**config.mk**
```make
export PLATFORM = sky130hd
export DESIGN_NAME = issue_stage
export DESIGN_NICKNAME = d
export VERILOG_FILES = /design/src/rtl/issue_stage.sv
export SDC_FILE = /design/constraint.sdc
export NUM_CORES = 2
export LEC_CHECK = 0
export BUFFER_PORTS_ARGS = -buffer_cell sky130_fd_sc_hd__buf_4
export CORE_MARGIN = 2
export CORE_UTILIZATION = 30
export CTS_BUF_LIST = sky130_fd_sc_hd__clkbuf_16
export CTS_CLUSTER_DIAMETER = 80
export CTS_CLUSTER_SIZE = 28
export DETAILED_ROUTE_END_ITERATION = 16
export PLACE_DENSITY = 0.49
export SETUP_SLACK_MARGIN = 0.15
export SLEW_MARGIN = 20
export SYNTH_ARGS = -nofsm -noshare
export SYNTH_HDL_FRONTEND = slang
export SYNTH_SLANG_ARGS = --single-unit
```
**constraint.sdc**
```tcl
create_clock -name iClk -period 6.7 [get_ports iClk]
set_input_delay 2.01 -clock iClk [delete_from_list [all_inputs] [get_ports iClk]]
set_output_delay 2.01 -clock iClk [all_outputs]
set_load 0.1 [all_outputs]
```
**src/rtl/issue_stage.sv**
```systemverilog
// Decode-to-execute issue stage: integer register file, EX/WB operand forwarding,
// load-use stall detection and a registered, flushable operand bundle toward the ALU.
module issue_stage #(
    parameter  int cXLEN      = 32,
    parameter  int cRegNum    = 32,
    parameter  int cCtrlW     = 24,
    parameter  int cStallCntW = 16,
    localparam int cAW        = $clog2(cRegNum)
) (
    input  logic                  iClk,
    input  logic                  iRst,
    input  logic                  iValid,
    output logic                  oReady,
    input  logic [cAW-1:0]        iRs1Addr,
    input  logic [cAW-1:0]        iRs2Addr,
    input  logic [cAW-1:0]        iRdAddr,
    input  logic                  iRs1Used,
    input  logic                  iRs2Used,
    input  logic                  iRdWrite,
    input  logic                  iIsLoad,
    input  logic [cXLEN-1:0]      iImm,
    input  logic [cXLEN-1:0]      iPc,
    input  logic [cCtrlW-1:0]     iCtrl,
    input  logic                  iFlush,
    input  logic                  iExRdWrite,
    input  logic                  iExIsLoad,
    input  logic [cAW-1:0]        iExRdAddr,
    input  logic [cXLEN-1:0]      iExData,
    input  logic                  iWbEn,
    input  logic [cAW-1:0]        iWbAddr,
    input  logic [cXLEN-1:0]      iWbData,
    output logic                  oValid,
    input  logic                  iReady,
    output logic [cXLEN-1:0]      oRs1Data,
    output logic [cXLEN-1:0]      oRs2Data,
    output logic [cXLEN-1:0]      oImm,
    output logic [cXLEN-1:0]      oPc,
    output logic [cAW-1:0]        oRdAddr,
    output logic                  oRdWrite,
    output logic                  oIsLoad,
    output logic [cCtrlW-1:0]     oCtrl,
    output logic [cStallCntW-1:0] oStallCnt
);

    logic [cXLEN-1:0]      rf_q [cRegNum];
    logic [cXLEN-1:0]      rf_d [cRegNum];
    logic                  valid_q, valid_d;
    logic [cXLEN-1:0]      rs1_q, rs1_d, rs2_q, rs2_d, imm_q, imm_d, pc_q, pc_d;
    logic [cAW-1:0]        rd_q, rd_d;
    logic                  rdw_q, rdw_d, ld_q, ld_d;
    logic [cCtrlW-1:0]     ctrl_q, ctrl_d;
    logic [cStallCntW-1:0] stall_q, stall_d;

    logic                  hazard, slot_free, accept;
    logic [cXLEN-1:0]      rs1_sel, rs2_sel;

    // Forwarding priority: x0, then EX (non-load) result, then WB write-through, then RF.
    function automatic logic [cXLEN-1:0] sel_opnd(
        input logic [cAW-1:0]   a,
        input logic [cXLEN-1:0] rf_val,
        input logic             ex_w,
        input logic             ex_ld,
        input logic [cAW-1:0]   ex_a,
        input logic [cXLEN-1:0] ex_d,
        input logic             wb_en,
        input logic [cAW-1:0]   wb_a,
        input logic [cXLEN-1:0] wb_d
    );
        if (a == '0)                          return '0;
        else if (ex_w && !ex_ld && ex_a == a) return ex_d;
        else if (wb_en && wb_a == a)          return wb_d;
        else                                  return rf_val;
    endfunction

    always_comb begin
        rs1_sel = sel_opnd(iRs1Addr, rf_q[iRs1Addr], iExRdWrite, iExIsLoad, iExRdAddr,
                           iExData, iWbEn, iWbAddr, iWbData);
        rs2_sel = sel_opnd(iRs2Addr, rf_q[iRs2Addr], iExRdWrite, iExIsLoad, iExRdAddr,
                           iExData, iWbEn, iWbAddr, iWbData);

        hazard = iValid && iExRdWrite && iExIsLoad && (iExRdAddr != '0) &&
                 ((iRs1Used && iRs1Addr == iExRdAddr) || (iRs2Used && iRs2Addr == iExRdAddr));
        slot_free = !valid_q || iReady;
        oReady    = slot_free && !hazard && !iFlush;
        accept    = iValid && oReady;
    end

    always_comb begin
        rf_d = rf_q;
        if (iWbEn && iWbAddr != '0) rf_d[iWbAddr] = iWbData;
    end

    always_comb begin
        valid_d = valid_q;
        rs1_d   = rs1_q;
        rs2_d   = rs2_q;
        imm_d   = imm_q;
        pc_d    = pc_q;
        rd_d    = rd_q;
        rdw_d   = rdw_q;
        ld_d    = ld_q;
        ctrl_d  = ctrl_q;
        stall_d = stall_q;

        if (iFlush) begin
            valid_d = 1'b0;
        end else if (accept) begin
            valid_d = 1'b1;
            rs1_d   = rs1_sel;
            rs2_d   = rs2_sel;
            imm_d   = iImm;
            pc_d    = iPc;
            rd_d    = iRdAddr;
            rdw_d   = iRdWrite;
            ld_d    = iIsLoad;
            ctrl_d  = iCtrl;
        end else if (valid_q && iReady) begin
            valid_d = 1'b0;
        end

        // Only cycles that actually inject a bubble are counted; a stalled FULL slot is not.
        if (hazard && slot_free && !iFlush && stall_q != '1)
            stall_d = stall_q + 1'b1;
    end

    always_ff @(posedge iClk or negedge iRst) begin
        if (!iRst) begin
            for (int i = 0; i < cRegNum; i++) rf_q[i] <= '0;
            valid_q <= 1'b0;
            rs1_q   <= '0;
            rs2_q   <= '0;
            imm_q   <= '0;
            pc_q    <= '0;
            rd_q    <= '0;
            rdw_q   <= 1'b0;
            ld_q    <= 1'b0;
            ctrl_q  <= '0;
            stall_q <= '0;
        end else begin
            for (int i = 0; i < cRegNum; i++) rf_q[i] <= rf_d[i];
            valid_q <= valid_d;
            rs1_q   <= rs1_d;
            rs2_q   <= rs2_d;
            imm_q   <= imm_d;
            pc_q    <= pc_d;
            rd_q    <= rd_d;
            rdw_q   <= rdw_d;
            ld_q    <= ld_d;
            ctrl_q  <= ctrl_d;
            stall_q <= stall_d;
        end
    end

    assign oValid    = valid_q;
    assign oRs1Data  = rs1_q;
    assign oRs2Data  = rs2_q;
    assign oImm      = imm_q;
    assign oPc       = pc_q;
    assign oRdAddr   = rd_q;
    assign oRdWrite  = rdw_q;
    assign oIsLoad   = ld_q;
    assign oCtrl     = ctrl_q;
    assign oStallCnt = stall_q;

endmodule

```
# Yosys cells after proc, flatten, opt, wreduce, memory -nomap -nowiden
# Cells that the tools add are included.
# Widths: inputs -> output; s select.
# op_classes
addsub,1
mul,0
div_mod_pow,0
order_cmp,4
n_eq_ne,7
n_shift,0
muxes,18
n_bitwise,4
reduce_logical,32
# ops
op,n
$bwmux 1024,1
$mux 32,11
$bmux 32 s5,2
$demux 32 s5,1
$eq 5x5->1,6
$logic_and 1x1->1,20
$ge 6x6->1 const B,3
$not 5->6,3
$add 16x1->16 const B,1
$ne 16x16->1 const B,1
$logic_not 5->1,2
$reduce_bool 5->1,2
$lt 6x1->1 const B,1
$logic_not 1->1,4
$mux 1,3
$reduce_bool 3->1,1
$logic_or 1x1->1,2
$reduce_and 2->1,1
$not 1->1,1
# word_totals
register_bits,1200
latchBits,0
ramBits,0
mem_bits_ro,0
inputBits,189
out_inout_bits,177
elab_cells,108
memories,0

# Logic depth before layout (Yosys ltp)
# logic_depth
word_depth,10
depth_mapped,11
ltp_nobuf,6

# Worst setup path before layout
# No wires, ideal clock.
# synth_path
path_kind,input-to-output
startpoint,input port iRs2Addr[0]
endpoint,output port oReady
arrival_time_ns,4.301
path_slack_ns,0.389
cell_stages,5
path_buffers,1
cell_sequence,clkbuf_1 -> xor2_1 -> nor2_1 -> a32o_1 -> a21oi_1
# synth_between
elab_chain_cells,7
# synth_lines
item,line,source
"start, declared",15,"input logic [cAW-1:0] iRs2Addr,"
$eq 5x5->1,82,((iRs1Used && iRs1Addr == iExRdAddr) || (iRs2Used && iRs2Addr == iExRdAddr));
$logic_and 1x1->1,82,
$logic_or 1x1->1,82,
$logic_and 1x1->1,81,hazard = iValid && iExRdWrite && iExIsLoad && (iExRdAddr != '0) &&
$logic_not 1->1,84,oReady = slot_free && !hazard && !iFlush;
$logic_and 1x1->1 (2 in a row),84,
"end, declared",13,"output logic oReady,"
# No other way between the ends.

# Worst setup path after layout
# layout_path
startpoint,input port iExRdAddr[1]
endpoint,output port oReady
# layout_between
elab_chain_cells,7
# layout_lines
item,line,source
"start, declared",27,"input logic [cAW-1:0] iExRdAddr,"
$eq 5x5->1,82,
$logic_and 1x1->1,82,
$logic_or 1x1->1,82,
$logic_and 1x1->1 (*),81,
$logic_not 1->1 (*),84,
$logic_and 1x1->1 (*) (2 in a row),84,
# Mark *: on every way between the ends. The rest lies on a longest branch, timed or not.

==> qor.txt <==
outcome: finished clean
worst skew pair latency: 0.79 ns
Pre-Repair DR Iteration Count: 5
CTS root buf: clkbuf_16
Synth Cell Area: 61,900 um^2
P_leak: 30.9 nW
global route overflow: 0
Worst IR Drop VDD: 199 uV
htree depth: 3
Worst-path clk slew: 0.08 ns
total power: 21.5 mW
Net Count, Synth: 4,520
GRT Total Usage: 21.2%
dpl hpwl: 144,000 um
global routing usage on met3: 3.05%
Post-synth EDFFs: 0
hold path start: rf_q[998]$_DFFE_PN0P_
gr busiest metal: met2
CTS tree: done
share of layout cells above drive strength 1: 49.3%
RSZ-0062 raised after global routing: no
top post-synthesis cells by area: dfrtp_1, mux2_2, mux4_2
grt met2 use: 35.8%
post-DR vias/cell: 5.59
area share of the largest cell type after synthesis: 48.5%
first-pass GRT wire length: 324,000 um
Ports: 366
hold buffers post-CTS: 0
post-synthesis sequential area ratio: 48.5%
max-slew violation count: 0
vias: 40,500
Slew HR: 24.2%
Die ar.: 210,000 um^2
drc violations: 0
fin crit period: 6.59 ns
Area growth, synth to finish: 14.4%
cts bufs inserted: 90
worst min path class: reg2reg
chip width: 458 um
wirelength, routed: 225,000 um
Power Density: 303 nW/um^2
Reg2Reg Depth: 5
clock sinks: 1,200
worst-margin pin slew: 1.14 ns
Yosys cell types: 54
total negative slack: 0 ns
Post-CTS Setup Bufs: 0
Post-CTS Resized: 0
final worst-path cycle share: 98.3%
Hold Crit Depth: 0
timing-limited maximum frequency: 152 MHz
WP data arrival: 4.58 ns
Setup CP Type: in2out
critical path startpoint: iExRdAddr[1]
maxcap violations: 0
CP Data Required Time: 4.69 ns
CP Launch Type: input port
Most used DFF post-synth: dfrtp_1
final setup violation count: 0
RePlAce Congestion: 0.842
Final Skew: 0.0345 ns
fillers: 19,700
DR WL/cell: 31.2 um
reg-to-reg startpoint: oValid$_DFFE_PN0P_
post-synthesis cell count: 4,330
syn_area_per_cell: 14.3 um^2
number of antenna violations at the first check in global routing: 13
Iter 0 DRT Violations: 3,413
met1 usage: 27.3%
leading post-synthesis cells by instance count: dfrtp_1, mux2_2, mux4_2, nand2_1, clkbuf_1
Crit. End Element: primary output
FP Rows: 166
Die Y-Extent: 458 um
Syn. warnings: 0
ANT nets after route: 0
clk buf depth: 3
most frequent cell after synthesis: dfrtp_1
fin nets: 4,652
Post-synth ARST share: 100%
post-synth top area cell: dfrtp_1
total core area: 205,000 um^2
FF+latch count, synth: 1,200
Final Hold Viols: 0
pin count of the biggest net entering global routing: 161
PortBufs: 365
vias in the first global route: 41,800
Starting Density: 30.2%
critical-path maximum fanout: 6
flop-to-flop setup slack: 3.88 ns
-- registers in the layout, summed over array words and instances, names as in the netlist --
name and count:
oStallCnt 16, rf_q 1024, oPc 32, oRs2Data 32, oValid 1, oImm 32, oRs1Data 32, oRdAddr 5
oIsLoad 1, oRdWrite 1, oCtrl 24
-- routing by layer --
| layer | routed length, um | up-vias |
|---|---|---|
| li1 | - | 16700 |
| met1 | 93400 | 22100 |
| met2 | 110000 | 1298 |
| met3 | 11600 | 328 |
| met4 | 9810 | 10 |
| met5 | 52 | - |
-- cells in the final DEF, fill, tap and decap left out, drive strengths merged, types with 6 or more instances in the layout --
cell type	n
a211oi	22
a21oi	14
a221oi	29
a22oi	101
a31oi	11
a32o	7
and3	28
buf	496
clkbuf	91
clkinv	28
clkinvlp	8
dfrtp	1200
inv	42
mux2	1014
mux2i	226
mux4	486
nand2	384
nand2b	6
nand3	38
nand4	24
nor2	48
nor2b	11
o211ai	11
o21ai	17
o221a	10
o221ai	14
o22a	6
o22ai	65
o31ai	27
xnor2	12
xor2	22
-- stage by stage --
stage          area (um^2)  worst slack, ns  instances  utilization (%)  hold slack [ns]
6_report             70900            0.112       7232             34.6            0.402
5_1_grt              70800            0.303       7230             34.6            0.413
2_1_floorplan        61900            0.389       4330                -            0.441
3_5_place_dp         67600            0.264       7058             33.0            0.383
4_1_cts              70800            0.253       7227             34.6            0.402
3_3_place_gp         67600            0.191       7058             33.0            0.380
-- final cells by class --
type | instances | area (um^2) | area share (%)
multi-input cells | 2672 | 30200 | 42.7
flip-flops and latches | 1200 | 30000 | 42.4
repair buffers | 496 | 3990 | 5.64
well taps | 2688 | 3360 | 4.75
clock buffers | 91 | 2280 | 3.21
clock inverters | 78 | 945 | 1.33
diodes | 5 | 12.5 | 0.0177
inverters | 2 | 7.51 | 0.0106
-- where the power goes --
group          switching (mW)  internal [mW]  total [mW]
clock network            3.30           2.79        6.09
logic                    3.12           2.57        5.69
registers                1.08           8.59        9.67
total                    7.51           13.9        21.5
-- worst paths after layout --
path,endpoint
worst max-delay path,oReady
worst min-delay path,rf_q[998]$_DFFE_PN0P_
worst max register to register,oStallCnt[1]$_DFFE_PN0P_
worst min register to register,rf_q[998]$_DFFE_PN0P_
max in group asynchronous,rf_q[288]$_DFFE_PN0P_
min in group asynchronous,oRs2Data[12]$_DFFE_PN0P_
-- critical path, cell delays in order --
cell,delay [ns]
buf_4,0.16
nor3_1,0.80
a21oi_1,0.23
buf_4,0.25
a21oi_1,0.59
buf_4,0.23
buf_4,0.28
-- logic make-up (layout without fill, tap and decap cells) --
logic type               Yosys count  after routing  synth area share (%)
buffers and inverters            458            667                  3.11
adder cells (fa/ha/maj)            1              1                0.0202
AND/OR/NAND/NOR                  571            571                  3.98
multiplexers                    1726           1726                  39.8
flip-flops                      1200           1200                  48.5
XOR/XNOR                          34             34                 0.481
other                              0              5                     0
AO/OA/AOI/OAI                    340            340                  4.16
Note: power is estimated with default switching activity, not from simulation.
